==> src/rtl/fir_out_decim.sv <==
// Decimating output stage for the FIR: keep one of every DECIM samples, round/shift/saturate
// to 8-bit signed, and buffer the results in a small FWFT FIFO read with valid/ready.
module fir_out_decim #(
    parameter int unsigned DECIM = 4,
    parameter int unsigned SHIFT = 4,
    parameter int unsigned DEPTH = 4
) (
    input  logic        clk,
    input  logic        rst,
    input  logic [15:0] y_in,
    input  logic        in_en,
    output logic [7:0]  out_data,
    output logic        out_valid,
    input  logic        out_ready,
    output logic        overflow,
    output logic        sat_flag
);

    localparam int unsigned PW = (DECIM > 1) ? $clog2(DECIM) : 1;
    localparam int unsigned AW = $clog2(DEPTH);
    localparam logic [PW-1:0] PhaseMax = PW'(DECIM - 1);
    localparam logic [AW:0] CountFull = (AW+1)'(DEPTH);
    localparam logic signed [16:0] RoundAdd = 17'sd1 <<< (SHIFT - 1);

    logic [PW-1:0]        phase_q, phase_d;
    logic [7:0]           stage_data_q, stage_data_d;
    logic                 stage_valid_q, stage_valid_d;
    logic [7:0]           mem_q [DEPTH];
    logic [AW-1:0]        wr_ptr_q, wr_ptr_d, rd_ptr_q, rd_ptr_d;
    logic [AW:0]          count_q, count_d;
    logic                 overflow_q, overflow_d, sat_q, sat_d;

    logic                 keep, push, pop, full, drop, sat_now;
    logic signed [16:0]   ext, rounded, shifted;
    logic [7:0]           clamped;

    always_comb begin
        ext     = {y_in[15], y_in};
        rounded = ext + RoundAdd;
        shifted = rounded >>> SHIFT;
        clamped = shifted[7:0];
        sat_now = 1'b0;
        if (shifted > 17'sd127) begin
            clamped = 8'h7f;
            sat_now = 1'b1;
        end else if (shifted < -17'sd128) begin
            clamped = 8'h80;
            sat_now = 1'b1;
        end
    end

    assign keep      = in_en && (phase_q == '0);
    assign out_valid = (count_q != '0);
    assign out_data  = out_valid ? mem_q[rd_ptr_q] : 8'h00;
    assign full      = (count_q == CountFull);
    assign pop       = out_valid && out_ready;
    // A pop in the same cycle frees the slot the stage write needs.
    assign push      = stage_valid_q && (!full || pop);
    assign drop      = stage_valid_q && full && !pop;
    assign overflow  = overflow_q;
    assign sat_flag  = sat_q;

    always_comb begin
        phase_d = phase_q;
        if (in_en) begin
            phase_d = (phase_q == PhaseMax) ? '0 : phase_q + 1'b1;
        end
        stage_valid_d = keep;
        stage_data_d  = keep ? clamped : stage_data_q;
        wr_ptr_d      = push ? wr_ptr_q + 1'b1 : wr_ptr_q;
        rd_ptr_d      = pop ? rd_ptr_q + 1'b1 : rd_ptr_q;
        count_d       = count_q;
        unique case ({push, pop})
            2'b10:   count_d = count_q + 1'b1;
            2'b01:   count_d = count_q - 1'b1;
            default: count_d = count_q;
        endcase
        overflow_d = overflow_q || drop;
        sat_d      = sat_q || (keep && sat_now);
    end

    always_ff @(posedge clk or posedge rst) begin
        if (rst) begin
            phase_q       <= '0;
            stage_data_q  <= '0;
            stage_valid_q <= 1'b0;
            wr_ptr_q      <= '0;
            rd_ptr_q      <= '0;
            count_q       <= '0;
            overflow_q    <= 1'b0;
            sat_q         <= 1'b0;
        end else begin
            phase_q       <= phase_d;
            stage_data_q  <= stage_data_d;
            stage_valid_q <= stage_valid_d;
            wr_ptr_q      <= wr_ptr_d;
            rd_ptr_q      <= rd_ptr_d;
            count_q       <= count_d;
            overflow_q    <= overflow_d;
            sat_q         <= sat_d;
        end
    end

    // Storage needs no reset: out_data is masked while the FIFO is empty.
    always_ff @(posedge clk) begin
        if (push) begin
            mem_q[wr_ptr_q] <= stage_data_q;
        end
    end

endmodule

==> config.mk <==
export PLATFORM = sky130hd
export DESIGN_NAME = fir_out_decim
export DESIGN_NICKNAME = d
export VERILOG_FILES = /design/src/rtl/fir_out_decim.sv
export SDC_FILE = /design/constraint.sdc
export NUM_CORES = 1
export LEC_CHECK = 0
export BUFFER_PORTS_ARGS = -buffer_cell sky130_fd_sc_hd__buf_2
export CELL_PAD_IN_SITES_DETAIL_PLACEMENT = 0
export CELL_PAD_IN_SITES_GLOBAL_PLACEMENT = 1
export CORE_UTILIZATION = 47
export CTS_CLUSTER_DIAMETER = 30
export CTS_CLUSTER_SIZE = 12
export DETAILED_ROUTE_END_ITERATION = 8
export PLACE_DENSITY_LB_ADDON = 0.05
export SYNTH_ARGS = -nofsm -noshare
export SYNTH_HDL_FRONTEND = slang
export SYNTH_SLANG_ARGS = --single-unit
==> constraint.sdc <==
create_clock -name clk -period 2.8 [get_ports clk]
set_clock_uncertainty 0.15 [all_clocks]
set_input_delay 0.84 -clock clk [delete_from_list [all_inputs] [get_ports clk]]
set_output_delay 0.84 -clock clk [all_outputs]
set_load 0.02 [all_outputs]
==> results of run 1 <==
[logic make-up after synthesis]
kind of cell,count (synthesis),share of synthesized area
buf+inv,20,0.0367
fa+ha+maj,9,0.0470
compound gates,30,0.0954
xor+xnor,12,0.0411
simple gates,58,0.129
mux,9,0.0793
flops,52,0.571
[cells in the final DEF, fill, tap and decap left out, drive strengths merged, types with 2 or more instances in the layout]
| master | count |
|---|---|
| a211oi | 2 |
| xor2 | 5 |
| ha | 8 |
| a21oi | 4 |
| nor2 | 10 |
| clkbuf | 6 |
| clkinv | 2 |
| nor2b | 2 |
| a311oi | 4 |
| mux4 | 8 |
| and4 | 2 |
| dfrtp | 20 |
| buf | 31 |
| nand4 | 5 |
| xnor2 | 7 |
| edfxtp | 32 |
| nand3 | 5 |
| nand2 | 13 |
| o21ai | 10 |
| and3 | 3 |
| inv | 10 |
| a31oi | 3 |
| and2 | 13 |
[layer usage]
| metal | vias up | GRT usage |
|---|---|---|
| met2 | 26 | 0.322 |
| met1 | 720 | 0.203 |
| met3 | 7 | 0.0317 |
| met5 | - | 0 |
| met4 | 0 | 0.0494 |
| li1 | 754 | - |
[layout make-up]
type,count,share of cell area
Clock buffer,6,0.0255
Clock inverter,2,0.00440
Inverter,11,0.0145
Multi-Input combinational cell,118,0.353
Sequential cell,52,0.514
Tap cell,70,0.0308
Timing Repair Buffer,31,0.0581
[power groups by stage]
stage / Clock (uW) / Sequential [uW] / Combinational, uW
4_1_cts: 423 / 1250 / 967
3_3_place_gp: 0 / 1240 / 923
6_report: 411 / 1250 / 945
3_5_place_dp: 0 / 1270 / 963
5_1_grt: 455 / 1280 / 1080
2_1_floorplan: 0 / 1200 / 729
[critical path, delay by kind of cell (launching register included)]
kind,cells,cell delay [ns]
buffers and inverters,2,0.37
AND/OR/NAND/NOR,1,0.16
flip-flops,1,0.33
multiplexers,1,0.52
[registers in the layout, indices dropped and copies added, names as in the netlist]
register,cells
sat_flag,1
rd_ptr_q,2
stage_data_q,8
mem_q,32
stage_valid_q,1
wr_ptr_q,2
count_q,3
overflow,1
phase_q,2
[worst paths after layout]
check,end,slack [ns],depth (start not counted)
worst max-delay path,out_data[4],0.12,4
worst min-delay path,overflow,0.31,1
worst max register to register,count_q[2],0.48,8
worst min register to register,overflow,0.31,1
max in group asynchronous,stage_data_q[1],1.50,2
min in group asynchronous,overflow,0.51,2
[stage by stage]
| step | setup TNS [ns] | cell area [sq um] | utilization | power, uW |
|---|---|---|---|---|
| 2_1_floorplan | 0 | 2560 | - | 1930 |
| 3_3_place_gp | 0 | 2760 | 0.533 | 2170 |
| 3_5_place_dp | -0.00902 | 2760 | 0.533 | 2230 |
| 4_1_cts | 0 | 2840 | 0.550 | 2640 |
| 5_1_grt | 0 | 2840 | 0.550 | 2810 |
| 6_report | 0 | 2840 | 0.550 | 2600 |
==> qor.txt, run 1 <==
====================================================================================================
Result of the run                                                                       complete, no violations
Share of the synthesized area in the top cell type                                             0.376
Crit end category                                                                        output port
Horizontal extent of the die                                                                 75.8 um
Wire length of the first global-routing pass                                                 7.25 mm
Vias in the first global route                                                                  1530
Final clock period utilization by the worst path                                               0.956
Met3 wirelength from detailed routing                                                         126 um
Total of hold buffers inserted after clock tree synthesis                                          0
Peak clock frequency supported by timing                                                   0.373 GHz
Sequential-to-total area share from yosys stat                                                 0.571
Total CTS buffers                                                                                  5
Switching Fraction                                                                             0.350
WP data arrival                                                                              1.69 ns
Clock insertion delay at the later pin of the skew report                                    0.30 ns
CP max stage delay                                                                           0.52 ns
Via density                                                                                     5.20
Remaining routing DRC violations                                                                   0
Area enclosed by the die boundary                                                         5740 sq um
Chain of cells forming the critical path                                                buf_4 -> mux4_2 -> and2_1 -> buf_2
Worst Hold Class                                                                             reg2reg
Final count of negative-setup-slack endpoints                                                      0
Share of total power in the clock network                                                      0.158
Number of cells after detailed placement                                                         282
Post-synthesis cell type count                                                                    47
Worst Setup Slack, final                                                                    0.123 ns
Growth of design area from synthesis to finish                                                 11.2%
Worst setup path startpoint                                                              rd_ptr_q[0]
Placer Congestion                                                                              0.805
Source of the worst register-to-register timing path                                      count_q[2]
DP Worst Slack                                                                           -0.00902 ns
Worst hold slack after final layout                                                         0.307 ns
Remaining Overflow, GRT                                                                            0
Total power density per cell area                                                        915 nW/um^2
Total via count after detailed routing                                                          1507
Clock-pin slew reported for the worst setup and hold paths after clock tree synthesis        0.10 ns
Crit path max-delay cell type                                                                 mux4_2
Standard cell core area                                                                   5170 sq um
Total area of sequential cells                                                            1460 sq um
Top routing layer in use                                                                        met4
IO buf count                                                                                      27
Resize count post-CTS                                                                              0
Highest ir drop seen on vdd                                                                   357 uV
Wire per inst                                                                                15.0 um
Number of max-slew violations in the final report                                                  0
NumNets Final                                                                                    248
Clk buf depth                                                                                      2
Clock tree sinks                                                                                  52
Proportion of layout cells with a drive suffix above 1                                         0.255
Inserted Diodes                                                                                    0
Pin count of the biggest net entering global routing                                              21
Top cell type by total area after synthesis                                                 edfxtp_1
Fill cells                                                                                       445
HPWL after detailed placement                                                                3.22 mm
Max-Slew Margin vs Limit                                                                       0.488
Static power due to leakage                                                               0.00107 uW
Number of flops mapped to enable cells by yosys                                                   32
DRT antenna net count                                                                              0
Min Clock Period, post-route                                                                 2.68 ns
Syn avg cell area                                                                         13.5 sq um
Clock Root Buffer                                                                           clkbuf_8
Primary FF master, synth                                                                    edfxtp_1
Drt first pass iters                                                                               4
Number of H-tree branching levels                                                                  2
CP required                                                                                  1.81 ns
Psw                                                                                           910 uW
Layout Cells excl Fill                                                                           290
Antenna violations before repair                                                                   0
Yosys warnings                                                                                     0
Number of DRC markers in iteration 0                                                              70
Library cell with the highest instance count after synthesis                                edfxtp_1
Global-route total usage across every layer                                                    0.173
Setup bufs post-CTS                                                                                0
Count of final hold-check violations                                                               0
Summed instance area of the synthesized netlist                                           2560 sq um
Transition time of the tightest slew-check pin                                              0.766 ns
Largest fanout of any net on the critical path                                                    10
Cell types with the highest counts after synthesis                                      edfxtp_1 (32), dfrtp_1 (20), and2_1 (13)
Share of total power in sequential cells                                                       0.479
Die span in y                                                                                75.8 um
Cell row count                                                                                    26
Area contributors post-synth                                                            edfxtp_1 (38%), dfrtp_1 (20%), mux4_2 (7.0%), ha_1 (3.9%), and2_1 (3.2%)
Count of mapped cells out of synthesis                                                           190
FF+latch count, synth                                                                             52
Setup repair after global routing missed its margin                                            false
Synthesized Nets                                                                                 219
Total area of multi-input combinational cells                                             1000 sq um
Metal1 wirelength                                                                            1.94 mm
Initial standard-cell utilization of the core                                                  0.494
Internal Power                                                                               1690 uW
Final routed wirelength across all metal layers                                              4.35 mm
Detail Route met2 WL                                                                         2.23 mm
Startpoint types                                                                           flip-flop
Max Cap Violations                                                                                 0
Fraction of registers with async set or reset after synthesis                                  0.385
Worst Hold Launch                                                                       stage_valid_q
Num ports                                                                                         31
CP Class                                                                                     reg2out
Combinational share of power                                                                   0.363
TritonCTS clock tree                                                                             yes
====================================================================================================
Power figures use the tool's default switching activity.
==> run 2, diff against run 1 <==
--- a/config.mk
+++ b/config.mk
@@ -8,11 +8,12 @@
 export BUFFER_PORTS_ARGS = -buffer_cell sky130_fd_sc_hd__buf_2
 export CELL_PAD_IN_SITES_DETAIL_PLACEMENT = 0
 export CELL_PAD_IN_SITES_GLOBAL_PLACEMENT = 1
-export CORE_UTILIZATION = 47
+export CORE_UTILIZATION = 30
 export CTS_CLUSTER_DIAMETER = 30
 export CTS_CLUSTER_SIZE = 12
 export DETAILED_ROUTE_END_ITERATION = 8
 export PLACE_DENSITY_LB_ADDON = 0.05
+export SETUP_SLACK_MARGIN = 0.15
 export SYNTH_ARGS = -nofsm -noshare
 export SYNTH_HDL_FRONTEND = slang
 export SYNTH_SLANG_ARGS = --single-unit
==> qor.txt, run 2 (synthesis gave the netlist of run 1 again) <==
====================================================================================================
Result of the run                                                                       complete, no violations
Area enclosed by the die boundary                                                         8900 sq um   +55%
Initial standard-cell utilization of the core                                                  0.311   -0.183
Wire length of the first global-routing pass                                                 8.09 mm   +12%
NumNets Final                                                                                    250   +0.81%
Cell row count                                                                                    33   +27%
Worst hold slack after final layout                                                         0.310 ns   +0.00391 ns
Most common library cell in the layout ignoring fill and taps                               edfxtp_1
Aggregate negative setup slack                                                                  0 ns   unchanged
Wire per inst                                                                                15.3 um   +2.1%
Number of max-slew violations in the final report                                                  0   unchanged
Max Cap Violations                                                                                 0   unchanged
Final count of negative-setup-slack endpoints                                                      0   unchanged
Inserted Diodes                                                                                    0   unchanged
DRT antenna net count                                                                              0   unchanged
Static power due to leakage                                                               0.00114 uW   +7.1%
Growth of design area from synthesis to finish                                                 19.1%
Number of flip-flops under the largest register name                                              32   unchanged
Clock-pin slew reported for the worst setup and hold paths after clock tree synthesis        0.10 ns   about the same
Num ports                                                                                         31   unchanged
Highest ir drop seen on vdd                                                                   216 uV   -39%
Max-Slew Margin vs Limit                                                                       0.477   -0.0113
Total via count after detailed routing                                                          1550   +2.9%
Global-route total usage across every layer                                                    0.122   -0.0511
CP max stage delay                                                                           0.50 ns   -0.02 ns
Via density                                                                                     4.74   -8.8%
Peak clock frequency supported by timing                                                   0.376 GHz   +0.68%
Final routed wirelength across all metal layers                                              5.00 mm   +15%
Largest fanout of any net on the critical path                                                     5   -5
Proportion of layout cells with a drive suffix above 1                                         0.302   +0.0473
Standard cell core area                                                                   8220 sq um   +59%
Total of hold buffers inserted after clock tree synthesis                                          0   unchanged
Drt first pass iters                                                                               4   unchanged
HPWL after detailed placement                                                                3.66 mm   +14%
Worst Hold Class                                                                             reg2reg
Top library cells by usage in the layout, fill and taps aside                           edfxtp_1 (32), dfrtp_1 (19), buf_2 (19)
Die span in y                                                                                94.3 um   +25%
Worst setup path startpoint                                                              rd_ptr_q[0]
Final clock period utilization by the worst path                                               0.950   -0.00649
Min Clock Period, post-route                                                                 2.66 ns   -0.0182 ns
Clock Root Buffer                                                                           clkbuf_8
Clock insertion delay at the later pin of the skew report                                    0.30 ns   about the same
Clock tree sinks                                                                                  52   unchanged
Remaining routing DRC violations                                                                   0   unchanged
Source of the worst register-to-register timing path                                      count_q[2]
WP data arrival                                                                              1.67 ns   -0.02 ns
Fill cells                                                                                       781   +76%
Count of final hold-check violations                                                               0   unchanged
Vias in the first global route                                                                  1612   +5.4%
IO buf count                                                                                      27   unchanged
CP Class                                                                                     reg2out
Transition time of the tightest slew-check pin                                              0.783 ns   +0.0169 ns
Crit path max-delay cell type                                                                 mux4_2
Startpoint types                                                                           flip-flop
Number of DRC markers in iteration 0                                                              42   -40%
Antenna violations before repair                                                                   0   unchanged
Clk buf depth                                                                                      2   unchanged
Most flops, register                                                                           mem_q
Total power density per cell area                                                        996 nW/um^2   +8.9%
Setup repair after global routing missed its margin                                             true
Number of H-tree branching levels                                                                  2   unchanged
TritonCTS clock tree                                                                             yes
Registers with the highest flip-flop counts                                             mem_q x32, stage_data_q x8, count_q x3
Total CTS buffers                                                                                  5   unchanged
Worst Setup Slack, final                                                                    0.141 ns   +0.0182 ns
Crit end category                                                                        output port
Remaining Overflow, GRT                                                                            0   unchanged
CP required                                                                                  1.81 ns   about the same
DP Worst Slack                                                                            0.00911 ns   +0.0181 ns
Pin count of the biggest net entering global routing                                              21   unchanged
Placer Congestion                                                                              0.756   -6.0%
Worst Hold Launch                                                                           overflow
Chain of cells forming the critical path                                                buf_12 -> mux4_2 -> and2_4 -> buf_6
Horizontal extent of the die                                                                 94.3 um   +25%
====================================================================================================
-- run 2: final timing paths --
check,to,slack [ns],cells after the start
setup / recovery,out_data[6],0.14,4
hold reg to reg,overflow,0.31,1
hold / removal,overflow,0.31,1
setup reg to reg,count_q[2],0.46,8
min in group asynchronous,count_q[1],0.51,2
max in group asynchronous,rd_ptr_q[0],1.45,2
-- run 2: where the power goes --
group / internal, uW / total [uW] / switching (uW)
combinational: 655 / 1210 / 552
clock: 321 / 561 / 239
sequential: 1090 / 1270 / 180
-- run 2: area by class of cell --
| class | instances | area (sq um) | share of cell area |
|---|---|---|---|
| inverter | 11 | 41.3 | 0.0136 |
| timing repair buffer | 33 | 260 | 0.0855 |
| multi-input combinational | 118 | 1020 | 0.336 |
| tap | 105 | 131 | 0.0431 |
| clock inverter | 1 | 30.0 | 0.00986 |
| clock buffer | 7 | 97.6 | 0.0320 |
| sequential | 52 | 1460 | 0.480 |
-- run 2: timing repair --
item / 4_1_cts / 5_1_grt
setup buffers: 0 / 1
cloned: 0 / 1
resized for setup: 2 / 26
hold endpoints to repair: 0 / 0
endpoints found under the setup margin: 8 / 8
-- run 2: critical path: cells and delay by family, from the launching register on --
kind,cells,cell delay [ns]
buffers and inverters,2,0.26
DFF,1,0.43
muxes,1,0.50
and+or+nand+nor,1,0.17
-- run 2: per-stage QoR --
| step | std cells | cell area, sq um | total power, uW | utilization |
|---|---|---|---|---|
| finish | 327 | 3050 | 3030 | 0.371 |
| global route | 327 | 3050 | 3230 | 0.371 |
| CTS | 325 | 2940 | 2820 | 0.357 |
| detailed placement | 317 | 2800 | 2250 | 0.341 |
| global placement | 317 | 2800 | 2200 | 0.341 |
| floorplan | 190 | 2560 | 1930 | - |
-- run 2: metal layers --
layer / GRT usage / vias up / routed length [um]
met4: 0.0423 / 0 / 69
met3: 0.0209 / 6 / 170
met2: 0.226 / 37 / 2680
met5: 0 / - / 0
li1: - / 759 / -
met1: 0.140 / 748 / 2090
==> run 3, diff against run 2 <==
--- a/config.mk
+++ b/config.mk
@@ -5,6 +5,7 @@
 export SDC_FILE = /design/constraint.sdc
 export NUM_CORES = 1
 export LEC_CHECK = 0
+export ABC_AREA = 1
 export BUFFER_PORTS_ARGS = -buffer_cell sky130_fd_sc_hd__buf_2
 export CELL_PAD_IN_SITES_DETAIL_PLACEMENT = 0
 export CELL_PAD_IN_SITES_GLOBAL_PLACEMENT = 1
==> qor.txt, run 3 <==
====================================================================================================
Standard cell core area                                                                   8220 sq um   unchanged
TritonCTS clock tree                                                                             yes
Number of flops mapped to enable cells by yosys                                                   32   unchanged
Startpoint types                                                                           flip-flop
Inserted Diodes                                                                                    0   unchanged
NumNets Final                                                                                    345   +38%
Wire per inst                                                                                11.9 um   -22%
Library cell with the highest instance count after synthesis                                 nand2_1
Wire length of the first global-routing pass                                                 8.42 mm   +4.1%
Vias in the first global route                                                                  1703   +5.6%
Fill cells                                                                                       863   +10%
Worst Hold Launch                                                                           sat_flag
Remaining routing DRC violations                                                                   0   unchanged
Summed instance area of the synthesized netlist                                           2550 sq um   -0.34%
Initial standard-cell utilization of the core                                                  0.310   -0.00107
Endpoint with the worst hold slack                                                          sat_flag
Highest ir drop seen on vdd                                                                   322 uV   +49%
CP required                                                                                  1.81 ns   about the same
Aggregate negative setup slack                                                                  0 ns   unchanged
Peak clock frequency supported by timing                                                   0.405 GHz   +7.6%
Remaining Overflow, GRT                                                                            0   unchanged
Result of the run                                                                       complete, no violations
Area enclosed by the die boundary                                                         8870 sq um   -0.34%
Critical R2R Capture                                                                      count_q[2]
Max-Slew Margin vs Limit                                                                       0.482   +0.00516
Internal Power                                                                               1750 uW   -15%
Share of total power in the clock network                                                      0.178   -0.007
Number of DRC markers in iteration 0                                                              66   +57%
Number of cells traversed by the worst hold path                                                   2   +1
Largest fanout of any net on the critical path                                                     6   +1
IO buf count                                                                                      27   unchanged
Setup repair after global routing missed its margin                                            false
Num ports                                                                                         31   unchanged
Fraction of registers with async set or reset after synthesis                                  0.385   unchanged
Total of hold buffers inserted after clock tree synthesis                                          0   unchanged
Clock insertion delay at the later pin of the skew report                                    0.30 ns   about the same
R2R depth                                                                                         10   +2
Synthesized Nets                                                                                 304   +39%
Syn avg cell area                                                                         9.27 sq um   -31%
Count of final hold-check violations                                                               0   unchanged
Total CTS buffers                                                                                  5   unchanged
Share of the synthesized area in the top cell type                                             0.377   +0.00129
Cell types with the highest counts after synthesis                                      nand2_1 (67), nor2_1 (49), edfxtp_1 (32)
Pin count of the biggest net entering global routing                                              21   unchanged
Combinational share of power                                                                   0.386   -0.012
Clk buf depth                                                                                      2   unchanged
Via density                                                                                     4.24   -11%
Yosys warnings                                                                                     0   unchanged
Registers with the highest flip-flop counts                                             mem_q x32, stage_data_q x8, count_q x3
CP Class                                                                                     reg2out
Cell row count                                                                                    33   unchanged
Sequential-to-total area share from yosys stat                                                 0.573   +0.00196
Growth of design area from synthesis to finish                                                 17.5%
Total via count after detailed routing                                                          1788   +15%
Number of max-slew violations in the final report                                                  0   unchanged
Number of flip-flops under the largest register name                                              32   unchanged
Global-route total usage across every layer                                                    0.129   +0.00669
Post-synthesis cell type count                                                                    25   -47%
Count of mapped cells out of synthesis                                                           275   +45%
Clock tree sinks                                                                                  52   unchanged
Primary FF master, synth                                                                    edfxtp_1
Crit end category                                                                        output port
Final count of negative-setup-slack endpoints                                                      0   unchanged
Worst Hold Class                                                                             reg2reg
Clock Root Buffer                                                                           clkbuf_8
Total Power                                                                                  2820 uW   -7.0%
Transition time of the tightest slew-check pin                                              0.776 ns   -0.00773 ns
DRT antenna net count                                                                              0   unchanged
Psw                                                                                          1070 uW   +10%
Max Cap Violations                                                                                 0   unchanged
Proportion of layout cells with a drive suffix above 1                                         0.180   -0.122
Area contributors post-synth                                                            edfxtp_1 (38%), dfrtp_1 (20%), nand2_1 (9.9%), nor2_1 (7.2%), inv_1 (4.0%)
Top cell type by total area after synthesis                                                 edfxtp_1
Horizontal extent of the die                                                                 94.2 um   -0.17%
Placer Congestion                                                                              0.725   -4.1%
Worst setup path startpoint                                                               count_q[0]
Clock-pin slew reported for the worst setup and hold paths after clock tree synthesis        0.09 ns   about the same
Min Clock Period, post-route                                                                 2.47 ns   -0.188 ns
Final routed wirelength across all metal layers                                              5.02 mm   +0.36%
Share of total power in sequential cells                                                       0.436   +0.019
Worst R2R Setup Slack                                                                        0.51 ns   +0.05 ns
Most flops, register                                                                           mem_q
Antenna violations before repair                                                                   0   unchanged
Most common library cell in the layout ignoring fill and taps                                nand2_1
Number of H-tree branching levels                                                                  2   unchanged
Static power due to leakage                                                               0.00133 uW   +16%
Die span in y                                                                                94.2 um   -0.17%
Switching Fraction                                                                             0.379   +0.0589
HPWL after detailed placement                                                                3.69 mm   +0.73%
Total power density per cell area                                                        942 nW/um^2   -5.5%
Final clock period utilization by the worst path                                               0.882   -0.0673
Drt first pass iters                                                                               4   unchanged
Source of the worst register-to-register timing path                                      count_q[0]
FF+latch count, synth                                                                             52   unchanged
WP data arrival                                                                              1.48 ns   -0.19 ns
Top library cells by usage in the layout, fill and taps aside                           nand2_1 (67), nor2_1 (49), edfxtp_1 (32)
====================================================================================================
[run 3: kinds of logic after synthesis]
family / Yosys count / synth area share
and+or+nand+nor: 134 / 0.216
adders and majority gates: 9 / 0.0471
AOI/OAI and AO/OA: 34 / 0.0736
DFF: 52 / 0.573
buffers and inverters: 35 / 0.0520
xor gates and xnor gates: 11 / 0.0378
[run 3: worst max-delay path by stage]
stage | end | slack, ns
2_1_floorplan | count_q[2] | 0.40
3_3_place_gp | count_q[2] | 0.27
3_5_place_dp | count_q[2] | 0.24
4_1_cts | out_data[5] | 0.21
5_1_grt | out_data[7] | 0.16
6_report | out_data[4] | 0.33
[run 3: cell type report]
class,count,area (sq um),share of cell area
clock buffer,5,68.8,0.0230
clock inverter,3,42.5,0.0142
inverter,31,116,0.0389
multi-input combinational,188,955,0.319
sequential,52,1460,0.489
tap,105,131,0.0439
timing repair buffer,38,218,0.0727
[run 3: power by group through the flow]
stage          registers, uW  logic [uW]  clock network, uW
2_1_floorplan           1200         754                  0
3_3_place_gp            1250        1090                  0
3_5_place_dp            1250        1100                  0
4_1_cts                 1230        1100                520
5_1_grt                 1260        1270                541
6_report                1230        1090                503
[run 3: through the flow]
| step | hold slack [ns] | worst slack (ns) | cells | util | instance area (sq um) |
|---|---|---|---|---|---|
| 6_report | 0.319 | 0.329 | 422 | 0.364 | 2990 |
| 5_1_grt | 0.356 | 0.163 | 422 | 0.364 | 2990 |
| 4_1_cts | 0.330 | 0.207 | 421 | 0.363 | 2990 |
| 3_5_place_dp | 0.295 | 0.239 | 413 | 0.350 | 2870 |
| 3_3_place_gp | 0.296 | 0.268 | 413 | 0.350 | 2870 |
| 2_1_floorplan | 0.310 | 0.397 | 275 | - | 2550 |
[run 3: what timing repair did]
item	in CTS	in global routing
gates resized for setup	0	1
setup endpoints to repair	0	4
endpoints found under the hold margin	0	0
setup buffers	0	1
[run 3: per-layer routing]
layer | GRT usage | vias to the layer above | routed length [um]
met5 | 0 | - | 0
met4 | 0.0423 | 0 | 49
met3 | 0.0218 | 4 | 114
met2 | 0.216 | 26 | 2380
met1 | 0.166 | 798 | 2480
li1 | - | 960 | -
[run 3: worst max-delay path: stages, from the launching register on]
cell and delay (ns):
dfrtp_1 0.40, nor2_1 0.07, nand2_1 0.07, clkinv_1 0.14
buf_4 0.20, a21oi_1 0.12, buf_2 0.18
